`config.mk`:
```
export PLATFORM = sky130hd
export DESIGN_NAME = fpmul_operand_feeder
export DESIGN_NICKNAME = d
export VERILOG_FILES = /design/src/rtl/fpmul_feeder_pkg.sv /design/src/rtl/feeder_fifo.sv /design/src/rtl/fpmul_operand_feeder.sv
export SDC_FILE = /design/constraint.sdc
export NUM_CORES = 1
export LEC_CHECK = 0
export BUFFER_PORTS_ARGS = -buffer_cell sky130_fd_sc_hd__buf_4
export CELL_PAD_IN_SITES_DETAIL_PLACEMENT = 0
export CELL_PAD_IN_SITES_GLOBAL_PLACEMENT = 1
export CORE_ASPECT_RATIO = 0.8
export CORE_MARGIN = 3
export CORE_UTILIZATION = 45
export DETAILED_ROUTE_END_ITERATION = 16
export HOLD_SLACK_MARGIN = 0.05
export PLACE_DENSITY = 0.82
export SYNTH_ARGS = -nofsm -noshare
export SYNTH_HDL_FRONTEND = slang
export SYNTH_SLANG_ARGS = --single-unit
export TNS_END_PERCENT = 20
```
`constraint.sdc`:
```
create_clock -name clk -period 8.1 [get_ports clk]
set_input_delay 0.81 -clock clk [delete_from_list [all_inputs] [get_ports clk]]
set_output_delay 0.81 -clock clk [all_outputs]
set_load 0.05 [all_outputs]
```
`src/rtl/fpmul_feeder_pkg.sv`:
```
// Shared types and binary32 field helpers for the FP multiplier operand feeder.
package fpmul_feeder_pkg;

   typedef struct packed {
      logic [31:0] a;
      logic [31:0] b;
   } operand_pair_t;

   localparam int          EXP_MSB      = 30;
   localparam int          EXP_LSB      = 23;
   localparam logic [7:0]  EXP_ALL_ONES = 8'hFF;

   function automatic logic is_special(input logic [31:0] v);
      return v[EXP_MSB:EXP_LSB] == EXP_ALL_ONES;
   endfunction

   // Subnormals collapse to a zero of the same sign.
   function automatic logic [31:0] flush_denorm(input logic [31:0] v);
      if (v[EXP_MSB:EXP_LSB] == 8'h00 && v[EXP_LSB-1:0] != '0)
         return {v[31], 31'b0};
      return v;
   endfunction

endpackage

```
`src/rtl/feeder_fifo.sv`:
```
// Generic DEPTH-entry operand-pair FIFO: storage, wrapping pointers and occupancy count.
module feeder_fifo
   import fpmul_feeder_pkg::*;
#(
   parameter int DEPTH = 4
) (
   input  logic                     clk,
   input  logic                     rst,
   input  logic                     flush,
   input  logic                     wr_en,
   input  operand_pair_t            wr_data,
   input  logic                     rd_en,
   output operand_pair_t            rd_data,
   output logic                     full,
   output logic                     empty,
   output logic [$clog2(DEPTH):0]   count
);

   localparam int AW = $clog2(DEPTH);
   localparam int CW = AW + 1;

   operand_pair_t   mem [DEPTH];
   logic [AW-1:0]   wptr, rptr;
   logic [CW-1:0]   cnt;

   assign full    = (cnt == CW'(DEPTH));
   assign empty   = (cnt == '0);
   assign count   = cnt;
   assign rd_data = mem[rptr];

   always_ff @(posedge clk or posedge rst) begin
      if (rst) begin
         wptr <= '0;
         rptr <= '0;
         cnt  <= '0;
      end else if (flush) begin
         wptr <= '0;
         rptr <= '0;
         cnt  <= '0;
      end else begin
         if (wr_en) wptr <= wptr + AW'(1);
         if (rd_en) rptr <= rptr + AW'(1);
         if (wr_en && !rd_en)      cnt <= cnt + CW'(1);
         else if (rd_en && !wr_en) cnt <= cnt - CW'(1);
      end
   end

   // Storage needs no reset; entries are only visible once counted.
   always_ff @(posedge clk) begin
      if (wr_en && !flush) mem[wptr] <= wr_data;
   end

endmodule

```
`src/rtl/fpmul_operand_feeder.sv`:
```
// Operand-pair buffer in front of the FP multiplier wrapper.
// Optional build macro FEEDER_DENORM_FLUSH_EN flushes subnormal operands to signed zero on push.
module fpmul_operand_feeder
   import fpmul_feeder_pkg::*;
#(
   parameter int DEPTH = 4
) (
   input  logic                     clk,
   input  logic                     rst,
   input  logic                     flush,
   input  logic                     in_valid,
   output logic                     in_ready,
   input  logic [31:0]              in_a,
   input  logic [31:0]              in_b,
   output logic                     out_valid,
   input  logic                     out_ready,
   output logic [31:0]              out_a,
   output logic [31:0]              out_b,
   output logic [$clog2(DEPTH):0]   count,
   output logic                     special
);

   operand_pair_t wdata, head;
   logic          full, empty, push, pop;

   // Handshakes depend only on registered occupancy, so a full FIFO never writes through.
   assign in_ready  = !full;
   assign out_valid = !empty;
   assign push      = in_valid && in_ready;
   assign pop       = out_valid && out_ready;

`ifdef FEEDER_DENORM_FLUSH_EN
   assign wdata = '{a: flush_denorm(in_a), b: flush_denorm(in_b)};
`else
   assign wdata = '{a: in_a, b: in_b};
`endif

   feeder_fifo #(.DEPTH(DEPTH)) u_fifo (
      .clk     (clk),
      .rst     (rst),
      .flush   (flush),
      .wr_en   (push),
      .wr_data (wdata),
      .rd_en   (pop),
      .rd_data (head),
      .full    (full),
      .empty   (empty),
      .count   (count)
   );

   assign out_a   = head.a;
   assign out_b   = head.b;
   assign special = out_valid && (is_special(head.a) || is_special(head.b));

endmodule

```
# Yosys cells after proc, flatten, opt, wreduce, memory -nomap -nowiden
# Memory sizes are Yosys's and may differ from the RTL's.
# Cells that the tools add are included.
# Widths: inputs -> output; s select.
[totals]
register_bits = 7
mem_count = 1
ram_bits = 256
[mem_list]
columns = ["memory", "depth", "width", "rd", "rd_ports_with_merged_regs", "wr", "line_no", "source"]
rows = [
  ["u_fifo.mem", 4, 64, 1, 0, 1, "feeder_fifo.sv:22", "operand_pair_t mem [DEPTH];"],
]
[op_classes]
muxes = 9
eq_ne = 3
add_sub_neg = 4
reduce_logical = 16
[op_table]
columns = ["operator", "count"]
rows = [
  ["$eq 8x8->1 const B", 2],
  ["$mux 3", 3],
  ["$mux 2", 4],
  ["$logic_and 1x1->1", 6],
  ["$logic_not 1->1", 5],
  ["$add 2x1->2 const B", 2],
  ["$reduce_bool 2->1", 2],
  ["$add 3x1->3 const B", 1],
  ["$eq 3x3->1 const B", 1],
  ["$logic_not 3->1", 1],
  ["$reduce_bool 3->1", 1],
  ["$sub 3x1->3 const B", 1],
  ["$mux 1", 2],
  ["$logic_or 1x1->1", 1],
]

# Depth between registers and ports, before layout
[depth]
word_depth = 8
mapped_depth = 6

# Modules after synthesis
# A second synthesis with hierarchy kept.
[unflattened]
hier_cells = 392
area_unflattened_um2 = 9739.3
[by_module_without_submodules]
columns = ["module", "n_inst", "cells_each", "seq_area_each_um2", "area_each_um2"]
rows = [
  ["feeder_fifo", 1, 381, 7862.5, 9679.3],
  ["fpmul_operand_feeder", 1, 11, 0.0, 60.1],
]

# Least setup slack after synthesis
# Ideal clock, no wire load.
[synth_path]
path_kind = "flip-flop to flip-flop"
startpoint = "reg u_fifo.cnt[2], in the netlist u_fifo.count[2]"
endpoint = "mem u_fifo.mem[0][0] (netlist name) (enable)"
path_slack_ns = 4.742
setup_ns = 0.429
period_less_slack_ns = 3.358
t_arrival_ns = 2.929
path_stages_with_launch = 6
required_time_ns = 7.671
cell_sequence = "dfrtp_1 -> nor3b_2 -> inv_2 -> nand2_1 -> nor2_1 -> and2_1"
[synth_via]
elab_chain_len = 6
[synth_rtl]
columns = ["item", "line_no", "source"]
rows = [
  ["start, declared", "feeder_fifo.sv:24", "logic [CW-1:0] cnt;"],
  ["start signal, assigned", "feeder_fifo.sv:43", "if (wr_en && !rd_en) cnt <= cnt + CW'(1);"],
  ["start signal, assigned", "feeder_fifo.sv:44", "else if (rd_en && !wr_en) cnt <= cnt - CW'(1);"],
  ["$eq 3x3->1", "feeder_fifo.sv:26", "assign full = (cnt == CW'(DEPTH));"],
  ["$logic_not 1->1", "fpmul_operand_feeder.sv:27", "assign in_ready = !full;"],
  ["net in_ready", "fpmul_operand_feeder.sv:12", "output logic in_ready,"],
  ["$logic_and 1x1->1", "fpmul_operand_feeder.sv:29", "assign push = in_valid && in_ready;"],
  ["$logic_and 1x1->1", "feeder_fifo.sv:50", "if (wr_en && !flush) mem[wptr] <= wr_data;"],
  ["$mux 1", "feeder_fifo.sv:50", ""],
  ["$mux 1 (not written as such)", "feeder_fifo.sv:50", ""],
  ["end, declared", "feeder_fifo.sv:22", ""],
]
# The timed path passes the listed nets, and every way through them passes these cells.

# Worst setup path in the final report
[layout_path]
startpoint = "reg u_fifo.rptr[0]"
endpoint = "out special"
[layout_via]
elab_chain_len = 4
elab_cells_between_ends = 5
cone_classes = "eq/ne (2); reduce/logical (2); memory (1)"
[layout_rtl]
columns = ["item", "line_no", "source"]
rows = [
  ["start, declared", "feeder_fifo.sv:23", "logic [AW-1:0] wptr, rptr;"],
  ["start signal, assigned", "feeder_fifo.sv:42", "if (rd_en) rptr <= rptr + AW'(1);"],
  ["$mem_v2 4x64 *", "-", ""],
  ["$eq 8x8->1", "fpmul_feeder_pkg.sv:14", "return v[EXP_MSB:EXP_LSB] == EXP_ALL_ONES;"],
  ["$logic_or 1x1->1 *", "fpmul_operand_feeder.sv:53", "assign special = out_valid && (is_special(head.a) || is_special(head.b));"],
  ["$logic_and 1x1->1 *", "fpmul_operand_feeder.sv:53", ""],
  ["end, declared", "fpmul_operand_feeder.sv:20", "output logic special"],
]
# Mark *: on every way between the ends. The rest lies on a longest branch, timed or not.

==> results.toml <==
[outcome]
status = "complete, no violations"

[power]
peakVddDrop_uv = 224
p_int_mw = 2.65
p_total_mw = 4.00
p_comb_share_pct = 31.6
seq_power_share_pct = 42.4
swShare_pct = 33.8
clock_power_share_pct = 26.1
p_sw_mw = 1.35
powerDensity_nw_per_um2 = 340
leakagePower_nw = 3.92

[synth]
synth-seq-cells = 263
synth_top_area_share_pct = 78.9
synthFlopType = "edfxtp_1"
syn-num-nets = 466
yosys-top-cells-area = "edfxtp_1 (79%), mux4_2 (15%), dfrtp_1 (1.8%)"
async_reset_ff_share_pct = 2.66
syn_inst = 392
synth-seq-area-share_pct = 80.7
yosys_warnings = 0
synth.avg_cell_area_um2 = 24.9
synth_area_um2 = 9740
synth_cell_types = 33
yosysTopAreaCell = "edfxtp_1"
synth-edff-count = 256

[clock_network]
cts_htree_levels = 1
clock_sinks = 263
cts.path.max_buffers = 3
cts_buffers = 25
cts_tree = "yes"
postCtsSetupRepairBufs = 0
path_clk_slew_ps = 60
cts_resized = 0
postCtsHoldBufs = 0
root_buffer = "clkbuf_16"
clock_latency_ps = 510

[floorplanning]
dieHeight_um = 138
boundaryPins = 139
die_area_um2 = 23500
start_util_pct = 46.4
num_rows = 47
die_x_um = 171
coreArea_um2 = 21000

[critical_path]
crit_slowest_cell = "dfrtp_4"
required_ps = 7290
path_class = "reg -> out"
cp_common_cell = "buf_4"
crit_path_end_kind = "primary output"
crit_family = "flip-flops"
crit_path_max_fanout = 35
max_stage_delay_ps = 910
cp_num_buf_inv = 2
path_cells = "buf_4 > mux4_2 > nand4_1 > o22ai_1 > and2_1 > buf_4"
worstSetupStartpointType = "flip-flop"
crit_arrival_ps = 3270

[layout]
antenna_cells = 0
finalNonFillerCells = 826
post-route-util_pct = 56.1
design_area_um2 = 11800
syn_to_final_growth_pct = 20.8
drive_above_1_share_pct = 43.3
nNetsFinal = 617

[grt]
grt_pass1_wl_um = 26600
grt_pass1_vias = 4756
antenna_found_initial = 0
grtUsageTotal_pct = 14.7
grt_start_max_net_pins = 66
grt_overflow = 0

[detailed_routing]
drc_errors = 0
drt_iter0_drc = 273
vias = 4447
ant_nets = 0
totalWireLength_um = 17400
wl_per_cell_um = 21.1
first_pass_iters = 4
avgViaCountPerCell = 5.38

[placement]
place_area_um2 = 11000
place.gp.congestion = 0.732
dp.cells = 785
io_buffers = 138
dp_slack_ps = 4450
hpwl_um = 10100

[timing]
post-route-period-util_pct = 50.3
rsz0062_at_grt = "no"
setup_slack_ps = 4020
period_minus_slack_ps = 4080
finalMaxSlewViolations = 0
max_freq_mhz = 245
clock_skew_ps = 5.05
hold_viol = 0
holdWs_ps = 250
tightest_slew_ps = 1010
setup_viol = 0
setup_tns_ps = 0
relSlewSlack_pct = 32.9

[flow_run]
maxCapViolations = 0

[worst_hold_path]
hold_path.class = "in -> async"
[power by group through the flow]
stage / clock [mW] / sequential, mW / combinational (mW)
after floorplan: 0 / 1.67 / 0.988
after global placement: 0 / 1.72 / 1.27
after detailed placement: 0 / 1.73 / 1.28
after CTS: 1.07 / 1.70 / 1.28
after global routing: 1.12 / 1.71 / 1.32
final: 1.04 / 1.70 / 1.26
[routing by layer]
layer  vias up  track usage (%)  routed length [um]
met5         -                0                   0
met4         0             4.37                 461
met3        28             3.30                1000
met2       126             24.3                8630
met1      2323             19.8                7310
li1       1970                -                   -
[synth_stat cells (all sizes together), types with 2 or more instances]
cell	number
o21a	2
and2	5
nor2	4
clkbuf	4
nor3	6
inv	7
ha	4
dfrtp	7
nor3b	2
buf	11
edfxtp	256
nand2	3
mux4	64
nand4	4
xnor2	2
[worst paths after layout]
path                       depth (start not counted)             from  slack (ps)                 to
max in group asynchronous                          2              rst        7590     u_fifo.rptr[0]
setup / recovery                                   6   u_fifo.rptr[0]        4020            special
hold reg to reg                                    2   u_fifo.wptr[1]         570     u_fifo.wptr[1]
min in group clk                                   1         in_b[26]         500  u_fifo.mem[1][26]
setup reg to reg                                   5  u_fifo.count[2]        5760  u_fifo.mem[2][46]
hold / removal                                     2              rst         250    u_fifo.count[1]
[layout by cell type (no fill, tap or decap), types with 3 or more instances in the layout]
master     netlist  layout
nor3_1           5       5
and2_4           0       4
clkbuf_16        0      25
inv_1            6       6
nand2_1          3       3
nor2_1           4       4
dfrtp_1          7       5
mux4_2          63      63
buf_4            4     139
edfxtp_1       256     256
nand4_1          3       3
clkbuf_1         4       5
clkinv_1         0       7
ha_1             4       4
[final cells by class]
cell class | count | area, um^2
fillers | 1547 | 9220
well taps | 269 | 337
repair buffers | 139 | 1040
inverters | 7 | 26.3
clock buffers | 30 | 644
multi-input cells | 107 | 1770
clock inverters | 11 | 78.8
flip-flops and latches | 263 | 7870
[logic make-up after synthesis]
group | after synthesis | share of synthesized area, %
compound gates | 8 | 0.591
xor+xnor | 3 | 0.270
fa+ha+maj | 5 | 0.719
buf+inv | 22 | 1.22
flops | 263 | 80.7
mux | 64 | 14.8
simple gates | 27 | 1.66
[registers in the layout, indices dropped and copies added, names as in the netlist]
name	flops
u_fifo.mem	256
u_fifo.rptr	2
u_fifo.count	3
u_fifo.wptr	2
Power figures use the tool's default switching activity.
